[config.mk]
export PLATFORM = sky130hd
export DESIGN_NAME = fi_output_monitor
export DESIGN_NICKNAME = d
export VERILOG_FILES = /design/src/rtl/fi_output_monitor.sv
export SDC_FILE = /design/constraint.sdc
export NUM_CORES = 1
export LEC_CHECK = 0
export CORE_UTILIZATION = 54
export CTS_BUF_LIST = sky130_fd_sc_hd__clkbuf_8
export DETAILED_ROUTE_END_ITERATION = 8
export PLACE_DENSITY = 0.89
export SLEW_MARGIN = 20
export SYNTH_ARGS = -nofsm -noshare
export SYNTH_HDL_FRONTEND = slang
export SYNTH_SLANG_ARGS = --single-unit
[constraint.sdc]
create_clock -name clk -period 2 [get_ports clk]
set_input_delay 0.4 -clock clk [delete_from_list [all_inputs] [get_ports clk]]
set_output_delay 0.4 -clock clk [all_outputs]
set_load 0.02 [all_outputs]
[src/rtl/fi_output_monitor.sv]
// Observer for the fault-injection flop chain: checks o3 == ~o2 and o2 == previous o1 once armed.
// Define FI_MON_TRACE_EN to add a trace FIFO logging every violation with its timestamp.
module fi_output_monitor #(
    parameter int unsigned TS_W   = 16,
    parameter int unsigned CNT_W  = 8,
    parameter int unsigned SETTLE = 2
`ifdef FI_MON_TRACE_EN
    ,
    parameter int unsigned TRACE_DEPTH = 4
`endif
) (
    input  logic             clk,
    input  logic             reset,
    input  logic             arm,
    input  logic             o1,
    input  logic             o2,
    input  logic             o3,
    output logic             fault,
    output logic [CNT_W-1:0] fault_cnt,
    output logic [TS_W-1:0]  first_ts,
    output logic [1:0]       first_type,
    output logic [1:0]       state
`ifdef FI_MON_TRACE_EN
    ,
    output logic             trc_valid,
    input  logic             trc_ready,
    output logic [TS_W+1:0]  trc_data,
    output logic             trc_overflow
`endif
);

    localparam int unsigned SET_W = (SETTLE > 1) ? $clog2(SETTLE) : 1;

    typedef enum logic [1:0] {
        ST_IDLE    = 2'd0,
        ST_SETTLE  = 2'd1,
        ST_MONITOR = 2'd2,
        ST_FAULT   = 2'd3
    } state_e;

    state_e             state_q, state_d;
    logic [SET_W-1:0]   set_cnt_q, set_cnt_d;
    logic [TS_W-1:0]    ts_q, ts_d;
    logic               o1_dly_q, o1_dly_d;
    logic               fault_q, fault_d;
    logic [CNT_W-1:0]   fault_cnt_q, fault_cnt_d;
    logic [TS_W-1:0]    first_ts_q, first_ts_d;
    logic [1:0]         first_type_q, first_type_d;

    logic check_en_c;
    logic inv_err_c;
    logic pipe_err_c;
    logic err_c;

    // Violation detection; an arm in the same cycle discards it
    always_comb begin
        check_en_c = (state_q == ST_MONITOR) || (state_q == ST_FAULT);
        inv_err_c  = (o3 == o2);
        pipe_err_c = (o2 != o1_dly_q);
        err_c      = check_en_c && !arm && (inv_err_c || pipe_err_c);
    end

    always_comb begin
        state_d      = state_q;
        set_cnt_d    = set_cnt_q;
        ts_d         = ts_q + TS_W'(1);
        o1_dly_d     = o1;
        fault_d      = fault_q;
        fault_cnt_d  = fault_cnt_q;
        first_ts_d   = first_ts_q;
        first_type_d = first_type_q;

        if (arm) begin
            state_d      = ST_SETTLE;
            set_cnt_d    = '0;
            fault_d      = 1'b0;
            fault_cnt_d  = '0;
            first_ts_d   = '0;
            first_type_d = '0;
        end else begin
            case (state_q)
                ST_IDLE: ;
                ST_SETTLE: begin
                    if (set_cnt_q == SET_W'(SETTLE - 1)) begin
                        state_d = ST_MONITOR;
                    end else begin
                        set_cnt_d = set_cnt_q + SET_W'(1);
                    end
                end
                ST_MONITOR: begin
                    if (err_c) begin
                        state_d      = ST_FAULT;
                        first_ts_d   = ts_q;
                        first_type_d = {pipe_err_c, inv_err_c};
                    end
                end
                ST_FAULT: ;
                default: state_d = ST_IDLE;
            endcase

            // One count per faulty cycle, saturating
            if (err_c) begin
                fault_d = 1'b1;
                if (fault_cnt_q != '1) begin
                    fault_cnt_d = fault_cnt_q + CNT_W'(1);
                end
            end
        end
    end

    always_ff @(posedge clk or posedge reset) begin
        if (reset) begin
            state_q      <= ST_IDLE;
            set_cnt_q    <= '0;
            ts_q         <= '0;
            o1_dly_q     <= 1'b0;
            fault_q      <= 1'b0;
            fault_cnt_q  <= '0;
            first_ts_q   <= '0;
            first_type_q <= '0;
        end else begin
            state_q      <= state_d;
            set_cnt_q    <= set_cnt_d;
            ts_q         <= ts_d;
            o1_dly_q     <= o1_dly_d;
            fault_q      <= fault_d;
            fault_cnt_q  <= fault_cnt_d;
            first_ts_q   <= first_ts_d;
            first_type_q <= first_type_d;
        end
    end

    assign fault      = fault_q;
    assign fault_cnt  = fault_cnt_q;
    assign first_ts   = first_ts_q;
    assign first_type = first_type_q;
    assign state      = state_q;

`ifdef FI_MON_TRACE_EN
    localparam int unsigned PTR_W = (TRACE_DEPTH > 1) ? $clog2(TRACE_DEPTH) : 1;
    localparam int unsigned OCC_W = PTR_W + 1;

    logic [TS_W+1:0]  mem_q [TRACE_DEPTH];
    logic [TS_W+1:0]  mem_d [TRACE_DEPTH];
    logic [PTR_W-1:0] wr_ptr_q, wr_ptr_d;
    logic [PTR_W-1:0] rd_ptr_q, rd_ptr_d;
    logic [OCC_W-1:0] occ_q, occ_d;
    logic             trc_valid_q, trc_valid_d;
    logic             trc_overflow_q, trc_overflow_d;
    logic             pop_c;
    logic             full_c;
    logic             push_c;

    // Trace FIFO: a pop frees the slot for a push in the same cycle, so full+pop+push never drops
    always_comb begin
        mem_d          = mem_q;
        wr_ptr_d       = wr_ptr_q;
        rd_ptr_d       = rd_ptr_q;
        occ_d          = occ_q;
        trc_overflow_d = trc_overflow_q;
        pop_c          = trc_valid_q && trc_ready;
        full_c         = (occ_q == OCC_W'(TRACE_DEPTH));
        push_c         = err_c && (!full_c || pop_c);

        if (arm) begin
            wr_ptr_d       = '0;
            rd_ptr_d       = '0;
            occ_d          = '0;
            trc_overflow_d = 1'b0;
        end else begin
            if (pop_c) begin
                rd_ptr_d = rd_ptr_q + PTR_W'(1);
            end
            if (push_c) begin
                mem_d[wr_ptr_q] = {pipe_err_c, inv_err_c, ts_q};
                wr_ptr_d        = wr_ptr_q + PTR_W'(1);
            end
            if (err_c && full_c && !pop_c) begin
                trc_overflow_d = 1'b1;
            end
            case ({push_c, pop_c})
                2'b10:   occ_d = occ_q + OCC_W'(1);
                2'b01:   occ_d = occ_q - OCC_W'(1);
                default: occ_d = occ_q;
            endcase
        end
        trc_valid_d = (occ_d != '0);
    end

    always_ff @(posedge clk or posedge reset) begin
        if (reset) begin
            mem_q          <= '{default: '0};
            wr_ptr_q       <= '0;
            rd_ptr_q       <= '0;
            occ_q          <= '0;
            trc_valid_q    <= 1'b0;
            trc_overflow_q <= 1'b0;
        end else begin
            mem_q          <= mem_d;
            wr_ptr_q       <= wr_ptr_d;
            rd_ptr_q       <= rd_ptr_d;
            occ_q          <= occ_d;
            trc_valid_q    <= trc_valid_d;
            trc_overflow_q <= trc_overflow_d;
        end
    end

    assign trc_valid    = trc_valid_q;
    assign trc_data     = mem_q[rd_ptr_q];
    assign trc_overflow = trc_overflow_q;
`endif

endmodule
# Yosys cells after proc, flatten, opt, wreduce, memory -nomap -nowiden
# Index checks and enable logic that the tools add are counted.
# classes
add_sub_neg	3
n_mul	0
div_mod_pow	0
order_cmp	0
n_eq_ne	8
shifts	0
mux	18
n_bitwise	0
n_reduce_logical	13
# op_table
op	count
16-bit 2-to-1 mux	3
8-bit 2-to-1 mux	3
16-bit by 1-bit adder with 16-bit output (second input constant)	1
2-bit 2-to-1 mux	6
8-bit by 1-bit adder with 8-bit output (second input constant)	1
8-bit != test (second input constant)	1
2-bit nonzero test	4
3-bit != test (second input constant)	2
1-bit 2-to-1 mux	5
2-bit == test (second input constant)	2
2-bit case mux with 2 select lines	1
2-bit AND reduction	2
3-bit AND reduction	1
3-bit nonzero test	1
2-bit by 1-bit == test with 1-bit output (second input constant)	1
1-bit logical AND	2
1-bit logical OR	2
1-bit adder (second input constant)	1
1-bit == test	1
1-bit logical NOT	1
1-bit != test	1
# word_totals
register_bits	47
latchBits	0
mem_bits_rw	0
mem_bits_ro	0
word_cells	50
n_memories	0

# Logic depth before layout (Yosys ltp)
# Gate-level depths: netlist of run 1.
# depth
ltp_word	7
ltp_mapped	6
depth_no_buf	5

# Least setup slack after synthesis of run 1
# Ideal clock, no wire load.
# synth_path
path_type	register to register
start	reg state_q[1], in the netlist state[1]
end	reg fault_cnt_q[4], in the netlist fault_cnt[4]
arrival_time_ps	1711
slack_ps	211
stages_incl_launch_ff	6
cell_sequence	dfrtp_1 inv_1 or3_1 buf_2 or4_1 a21oi_1
# synth_between
elab_chain_cells	6
elab_cells_between_ends	7
classes_between	eq/ne: 2; reduce/logical: 5
# synth_lines
item	line_no	rtl
start, declared	41	state_e state_q, state_d;
start signal, assigned	122	state_q <= state_d;
2-bit == test	57	check_en_c = (state_q == ST_MONITOR) || (state_q == ST_FAULT);
1-bit logical OR (*)	57	
1-bit logical AND (*) (2 in a row)	60	err_c = check_en_c && !arm && (inv_err_c || pipe_err_c);
2-bit nonzero test (no source line) (*)	--	
2-bit AND reduction (no source line) (*)	--	
end signal, assigned	127	fault_cnt_q <= fault_cnt_d;
end, declared	46	logic [CNT_W-1:0] fault_cnt_q, fault_cnt_d;
# Mark *: on every way between the ends. The rest lies on a longest branch, timed or not.
# A chain may end at the register's enable or synchronous reset.

# Worst setup path after layout of run 1
# layout_path
start	in o3
end	reg fault_cnt_q[4], in the netlist fault_cnt[4]
# layout_between
elab_chain_cells	5
# layout_lines
item	line_no	rtl
start, declared	17	input logic o3,
1-bit == test	58	inv_err_c = (o3 == o2);
1-bit logical OR	60	
1-bit logical AND	60	
2-bit nonzero test (no source line)	--	
2-bit AND reduction (no source line)	--	
# No other way between the ends.

==> out/metrics.sh, run 1 <==
WORST_EP_ARRIVAL_TIME_NS=2.21
COMBPWRFRAC_PCT=11.6
TIMING.MAX_SLEW.REL_SLACK_PCT=66.2
CRIT_TYPE='primary input to flip-flop'
CRITICAL_PATH.MAX_FANOUT=4
GR-TOTAL-OVERFLOW=0
CTS_MAX_PATH_BUFFERS=2
NUMBER_OF_FAILING_HOLD_ENDPOINTS_AT_THE_FINAL_STAGE=0
CP.BUFFERS_INVERTERS=1
SYNTH_FP_NETS=208
ROUTE.ANTENNA.REMAINING_NETS=0
CRITICAL_PATH.REG2REG.STARTPOINT='o1_dly_q'
DP_HPWL_UM=2810
POWER.STATIC_LEAKAGE_nW=1.16
REPORT.POWER.TOTAL_mW=1.96
FILLCELLCOUNT=252
MAXCLOCKFREQUENCY_MHz=507
P_CLK_SHARE_PCT=37.1
POWER_DENSITY_nW_PER_UM2=743
SYNTH.DISTINCT_CELLS=35
NUMBER_OF_ENABLE_FLIP_FLOP_CELLS_AFTER_SYNTHESIS=0
PLACED_CELL_COUNT=286
CRITICAL_PATH.STARTPOINT='o3'
COREAREA_UM2=3470
FINAL_LAYOUT_SIZE_SUFFIX_GT1_SHARE_PCT=10.5
SWITCHINGPOWER_uW=467
FIN_NETS=255
TRITONCTS.NUM_BUFFERS=5
FINALCLOCKSKEW_NS=0.00918
ROUTABILITYCONGESTION=0.832
MAX-VDD-IR-DROP_uV=604
FINALMAXSLEWVIOLATIONS=0
DIEAREA_UM2=3980
CLK_PIN_SLEW_NS=0.09
SYNTH.TOP_CELLS.BY_COUNT='dfrtp_1 (47), nand2_1 (43), nor2_1 (14)'
FINAL.MIN_CLOCK_PERIOD_NS=1.97
CORE.ROWCOUNT=21
GRT_PASS1_VIAS=1592
SEQUENTIALPOWERSHARE_PCT=51.3
WORST_R2R_SETUP_SLACK_NS=0.25
POST_SYNTHESIS_CELL_AREA_UM2=2020
DRC=0
NUM_VIAS=1643
SYN_AVG_CELL_AREA_UM2=10.1
CTSROOTBUFFERMASTER='clkbuf_8'
YS_SEQ_AREA_SHARE_PCT=58.3
SYNTH_ASYNC_SR_FLOP_SHARE_PCT=100
YOSYSTOPAREACELLSHARE_PCT=58.3
GRT_ANTENNA_BEFORE_REPAIR=0
CRITPATHCAPTURETYPE='flip-flop'
TIMING.CRITICAL_PATH.SLOWEST_CELL_DELAY_NS=0.53
DRT-INITIAL-DRC-COUNT=91
GRT_START_MAX_NET_PINS=35
YS_FF_LATCH=47
SYNTH_MOST_COMMON_CELL='dfrtp_1'
TOTALWIRELENGTH_UM=4140
DIE_WIDTH_UM=63.1
TIMING.RR.END='fault_cnt[4]'
ANTENNADIODECOUNT=0
TIMING.HOLD.WORST.CLASS='primary input to asynchronous set/reset pin'
INITIAL_CORE_UTILIZATION_PCT=58.2
RUN_STATUS='complete, no violations'
WORST_SKEW_PAIR.LATE_LATENCY_NS=0.30
NETLIST_INSTANCES=200
TNS_NS=0
SYNTH_TOP_FLOP_CELL='dfrtp_1'
FIN_WORST_HOLD_SLACK_NS=0.368
MAX_CAP_VIOLS=0
GRT_FIRST_PASS_WIRELENGTH_UM=7300
REPORT.FINAL.SETUP_VIOL=0
CRIT_PATH_CELL_TRACE='clkdlybuf4s50_1 > and3b_4 > or3_4 > or4_4 > a21oi_2'
MULTI_INPUT_GATE_AREA_IN_THE_FINAL_LAYOUT_UM2=807
SYNTHTOLAYOUTAREAGROWTH_PCT=30.6
GLOBALROUTETOTALUTIL_PCT=23.9
SWSHARE_PCT=23.9
DIE_HT_UM=63.1
FF2FF_PATH_DEPTH=4
COUNT_OF_CLOCK_TREE_SINKS=47
DETAIL_ROUTE.FIRST_PASS.ITERATIONS=6
VIAS_PER_CELL=5.59
SYNTH_LARGEST_AREA_CELL='dfrtp_1'
PERIOD_SHARE_PCT=98.6
CELL_COUNT_FINAL_FILLERS_OUT=294
SEQ_AREA_UM2=1180
DESIGN.PORTCOUNT=35
PATH_DELAY_FAMILY='simple AND/OR/NAND/NOR gates'
COUNT_OF_INPUT_AND_OUTPUT_BUFFERS=34
CTS_TREE='built'
CP.REQUIRED_NS=2.24
CRITPATHLAUNCHTYPE='primary input'
INTERNAL-POWER_mW=1.49
WORSTMARGINPINSLEW_NS=0.504
NETLIST_TOP_CELLS_AREA='dfrtp_1 (58%), nand2_1 (8.0%), xnor2_1 (3.9%)'
YS.WARNINGS.COUNT=0
H-TREE-DEPTH=2
CRITICAL-PATH-SLOWEST-CELL='or4_4'
WL_PER_CELL_UM=14.1
## routing by layer
layer	track usage (%)	vias up	share of wire (%)
met5	0	-	0
met1	32.6	788	44
met2	36.7	67	49
met3	3.99	11	4.6
met4	12.5	0	2.5
li1	-	777	-
## what timing repair did
action / 4_1_cts / 5_1_grt
setup endpoints to repair: 0 / 4
setup buffers: 0 / 0
gates resized for setup: 0 / 4
hold buffers: 0 / 0
## logic make-up after synthesis
group	Yosys count	synth area share (%)
buf+inv	12	2.29
simple gates	86	19.5
compound gates	34	10.1
xor+xnor	16	6.95
mux	3	1.61
flops	47	58.3
fa+ha+maj	2	1.24
## how the worst max path moves through the flow
| stage | end | slack (ns) | depth (start not counted) |
|---|---|---|---|
| 6_report | fault_cnt[4] | 0.03 | 5 |
| 5_1_grt | fault_cnt[3] | -0.002 | 5 |
| 4_1_cts | fault_cnt[4] | 0.03 | 5 |
| 3_5_place_dp | fault_cnt[4] | -0.27 | 5 |
| 3_3_place_gp | fault_cnt[4] | -0.23 | 5 |
| 2_1_floorplan | fault_cnt[4] | 0.21 | 5 |
## layout make-up
cell class,instances,share of cell area (%)
Sequential cell,47,44.7
Multi-Input combinational cell,141,30.6
Timing Repair Buffer,47,17.2
Clock buffer,6,3.14
Tap cell,46,2.19
Clock inverter,2,1.47
Inverter,5,0.713
## cells in the final DEF (no fill, tap or decap), types with 2 or more instances in the layout
master           count
dfrtp_1             47
nand2_1             43
clkdlybuf4s50_1     33
nor2_1              14
buf_4               12
nand3_1             10
xnor2_1              9
o21ai_0              9
o21ai_1              7
xor2_1               7
a21oi_1              6
clkbuf_8             6
o31ai_1              5
nor3_1               4
inv_1                3
nand4_1              3
nor2b_1              2
clkinv_1             2
a311oi_1             2
and4_1               2
ha_1                 2
## metrics by stage
step / util [%] / area (um2) / worst slack (ns)
3_5_place_dp: 72.0 / 2500 / -0.270
2_1_floorplan: - / 2020 / 0.211
3_3_place_gp: 72.0 / 2500 / -0.229
5_1_grt: 75.9 / 2630 / -0.00226
6_report: 75.9 / 2630 / 0.0275
4_1_cts: 75.5 / 2620 / 0.0333
## state kept, by name, indices dropped and copies added, names as in the netlist
signal      count
first_type      2
o1_dly_q        1
fault           1
fault_cnt       8
first_ts       16
ts_q           16
set_cnt_q       1
state           2
## power by group through the flow
stage	Clock, mW	Sequential [mW]	Combinational (mW)
2_1_floorplan	0	1.05	0.0838
3_3_place_gp	0	1.02	0.217
3_5_place_dp	0	1.02	0.222
4_1_cts	0.739	1.00	0.226
5_1_grt	0.782	1.01	0.248
6_report	0.727	1.00	0.227
(Power assumes the default switching activity.)
==> run 2: changes to the inputs <==
Settings changed: SLEW_MARGIN 20 to not set.
==> results of run 2 <==
The final DEF is identical to that of run 1; final timing and power are the same.
==> run 3: changes to the inputs <==
Settings changed: CORE_UTILIZATION 54 to 35, PLACE_DENSITY 0.89 to 0.65.
==> run 3 against run 2 <==
Die area increased by 52%; highest routed layer unchanged; critical path depth down 4; hold slack better by 0.052 ns; sequential share of layout area shrank 0.23 points; routed wire length fell by 1.9%; total power is 4.2% lower; clock-buffer cell count down 1; critical path type is now flip-flop to output port; first-iteration DRC count fell by 26%; via count shrank 5.7%; cell count increased by 8.2%; clock skew about the same.
==> out/metrics.sh, run 3 (synthesized netlist as in run 1, its figures left out) <==
COUNT_OF_INPUT_AND_OUTPUT_BUFFERS=34  # unchanged
CORE.ROWCOUNT=27  # was 21
NUM_VIAS=1550  # was 1643
CTSROOTBUFFERMASTER='clkbuf_8'  # unchanged
P_CLK_SHARE_PCT=34.7  # was 37.1%
GR-TOTAL-OVERFLOW=0  # unchanged
CRITPATHLAUNCHTYPE='flip-flop'  # was primary input
DP_HPWL_UM=2860  # was 2810 um
CTS_MAX_PATH_BUFFERS=2  # unchanged
DETAIL_ROUTE.WIRELENGTH.MET1_UM=1900  # was 1820 um
DIE_HT_UM=77.9  # was 63.1 um
GRT_ANTENNA_BEFORE_REPAIR=0  # unchanged
FIN_WORST_HOLD_SLACK_NS=0.420  # was 0.368 ns
POWER_DENSITY_nW_PER_UM2=708  # was 743 nW/um2
DESIGN.PORTCOUNT=35  # unchanged
WORST_EP_ARRIVAL_TIME_NS=1.45  # was 2.21 ns
CLK_PIN_SLEW_NS=0.08  # was 0.09 ns
CRITICAL_PATH.MAX_FANOUT=8  # was 4
GLOBALROUTETOTALUTIL_PCT=14.6  # was 23.9%
GRT_PASS1_VIAS=1501  # was 1592
SWSHARE_PCT=23.1  # was 23.9%
MET3ROUTEDLENGTH_UM=156  # was 190 um
CTS_RESIZED=0  # unchanged
ANTENNADIODECOUNT=0  # unchanged
COMBPWRFRAC_PCT=11.9  # was 11.6%
SEQUENTIALPOWERSHARE_PCT=53.4  # was 51.3%
MET2_WIRELENGTH_UM=1980  # was 2020 um
GRT_FIRST_PASS_WIRELENGTH_UM=6910  # was 7300 um
CRIT_TYPE='flip-flop to output port'  # was primary input to flip-flop
SWITCHINGPOWER_uW=434  # was 467 uW
NUMBER_OF_FAILING_HOLD_ENDPOINTS_AT_THE_FINAL_STAGE=0  # unchanged
TIMING.HOLD.WORST.CLASS='primary input to asynchronous set/reset pin'  # unchanged
FIN_NETS=254  # was 255
DRT-INITIAL-DRC-COUNT=67  # was 91
GRT_START_MAX_NET_PINS=33  # was 35
SETUP_REPAIR_AFTER_GLOBAL_ROUTING_MISSED_ITS_MARGIN='no'
DETAILED_PLACE.AREA_UM2=2530  # was 2500 um2
MAXCLOCKFREQUENCY_MHz=540  # was 507 MHz
DIEAREA_UM2=6070  # was 3980 um2
TIMING.MAX_SLEW.REL_SLACK_PCT=71.1  # was 66.2%
REPORT.FINAL.SETUP_VIOL=0  # unchanged
RUN_STATUS='complete, no violations'  # unchanged
DIE_WIDTH_UM=77.9  # was 63.1 um
MAX_CAP_VIOLS=0  # unchanged
DR.MAX_LAYER_USED='met4'  # unchanged
INITIAL_CORE_UTILIZATION_PCT=36.4  # was 58.2%
FIN_AREA_UM2=2650  # was 2630 um2
CTS_HOLD_REPAIR.BUFFERS=0  # unchanged
PERIOD_SHARE_PCT=92.6  # was 98.6%
FINALMAXSLEWVIOLATIONS=0  # unchanged
MOSTFREQUENTLAYOUTCELLS='dfrtp_1 (47), nand2_1 (43), clkdlybuf4s50_1 (32), nor2_1 (14)'  # was dfrtp_1 (47), nand2_1 (43), clkdlybuf4s50_1 (33), nor2_1 (14), buf_4 (12)
WORST_SKEW_PAIR.LATE_LATENCY_NS=0.29  # was 0.30 ns
TIMING.CRITICAL_PATH.SLOWEST_CELL_DELAY_NS=0.66  # was 0.53 ns
FINALCLOCKSKEW_NS=0.00903  # was 0.00918 ns
PATH_DELAY_FAMILY='buffers and inverters'  # was simple AND/OR/NAND/NOR gates
INTERNAL-POWER_mW=1.44  # was 1.49 mW
CP.BUFFERS_INVERTERS=1  # unchanged
WL_PER_CELL_UM=12.8  # was 14.1 um
WORSTMARGINPINSLEW_NS=0.433  # was 0.504 ns
VIAS_PER_CELL=4.87  # was 5.59
SYNTHTOLAYOUTAREAGROWTH_PCT=31.3  # was 30.6%
FINAL_LAYOUT_SIZE_SUFFIX_GT1_SHARE_PCT=8.94  # was 10.5%
TOTALWIRELENGTH_UM=4060  # was 4140 um
CTS_TREE='built'  # unchanged
LAYOUT_COMMONEST_CELL='dfrtp_1'  # unchanged
COUNT_OF_CLOCK_TREE_SINKS=47  # unchanged
ROUTE.ANTENNA.REMAINING_NETS=0  # unchanged
CRIT_PATH_CELL_TRACE='clkdlybuf4s50_1'  # was clkdlybuf4s50_1 > and3b_4 > or3_4 > or4_4 > a21oi_2
CTS_POST_SETUP_BUFFERS_INSERTED=0  # unchanged
POWER.STATIC_LEAKAGE_nW=1.16  # about the same
CP.REQUIRED_NS=1.60  # was 2.24 ns
ROUTABILITYCONGESTION=0.809  # was 0.832
H-TREE-DEPTH=2  # unchanged
DRC=0  # unchanged
CRITICAL-PATH-SLOWEST-CELL='clkdlybuf4s50_1'  # was or4_4
DETAIL_ROUTE.FIRST_PASS.ITERATIONS=4  # was 6
CRITPATHCAPTURETYPE='output port'  # was flip-flop
TRITONCTS.NUM_BUFFERS=5  # unchanged
COREAREA_UM2=5540  # was 3470 um2
FINAL.MIN_CLOCK_PERIOD_NS=1.85  # was 1.97 ns
MAX-VDD-IR-DROP_uV=293  # was 604 uV
-- run 3: path summary, 6_finish.rpt --
check | start | to | slack [ns] | cells past startpoint
max in group asynchronous | reset | first_ts[3] | 1.08 | 3
worst max-delay path | fault_cnt[2] | fault_cnt[2] | 0.15 | 1
worst min register to register | ts_q[15] | ts_q[15] | 0.47 | 1
worst min-delay path | reset | first_ts[11] | 0.42 | 2
worst max register to register | o1_dly_q | fault_cnt[3] | 0.26 | 4
min in group clk | ts_q[15] | ts_q[15] | 0.47 | 1
-- run 3: metrics by stage --
step	power, mW	TNS [ns]	cells	setup WS [ns]	util, %
2_1_floorplan	1.13	0	200	0.211	-
3_3_place_gp	1.24	-3.09	311	-0.247	45.8
3_5_place_dp	1.25	-4.13	311	-0.297	45.8
4_1_cts	1.90	0	318	0.00351	47.6
5_1_grt	1.95	0	318	0.118	47.8
6_report	1.88	0	318	0.148	47.8
-- run 3: final cells by class --
cell class              instances  area (um2)
multi-input cells             141         800
well taps                      72        90.1
clock buffers                   5        68.8
flip-flops and latches         47        1180
repair buffers                 46         460
clock inverters                 2        33.8
fillers                       520        2890
inverters                       5        18.8
-- run 3: layer usage --
layer	GRT usage, %	up-vias
li1	-	773
met1	19.8	736
met2	22.9	39
met3	2.94	2
met4	5.56	0
met5	0	-
-- run 3: power groups by stage --
stage / sequential [mW] / combinational, mW / clock [mW]
2_1_floorplan: 1.05 / 0.0838 / 0
3_3_place_gp: 1.02 / 0.222 / 0
3_5_place_dp: 1.02 / 0.224 / 0
4_1_cts: 1.00 / 0.225 / 0.672
5_1_grt: 1.01 / 0.247 / 0.696
6_report: 1.00 / 0.223 / 0.650
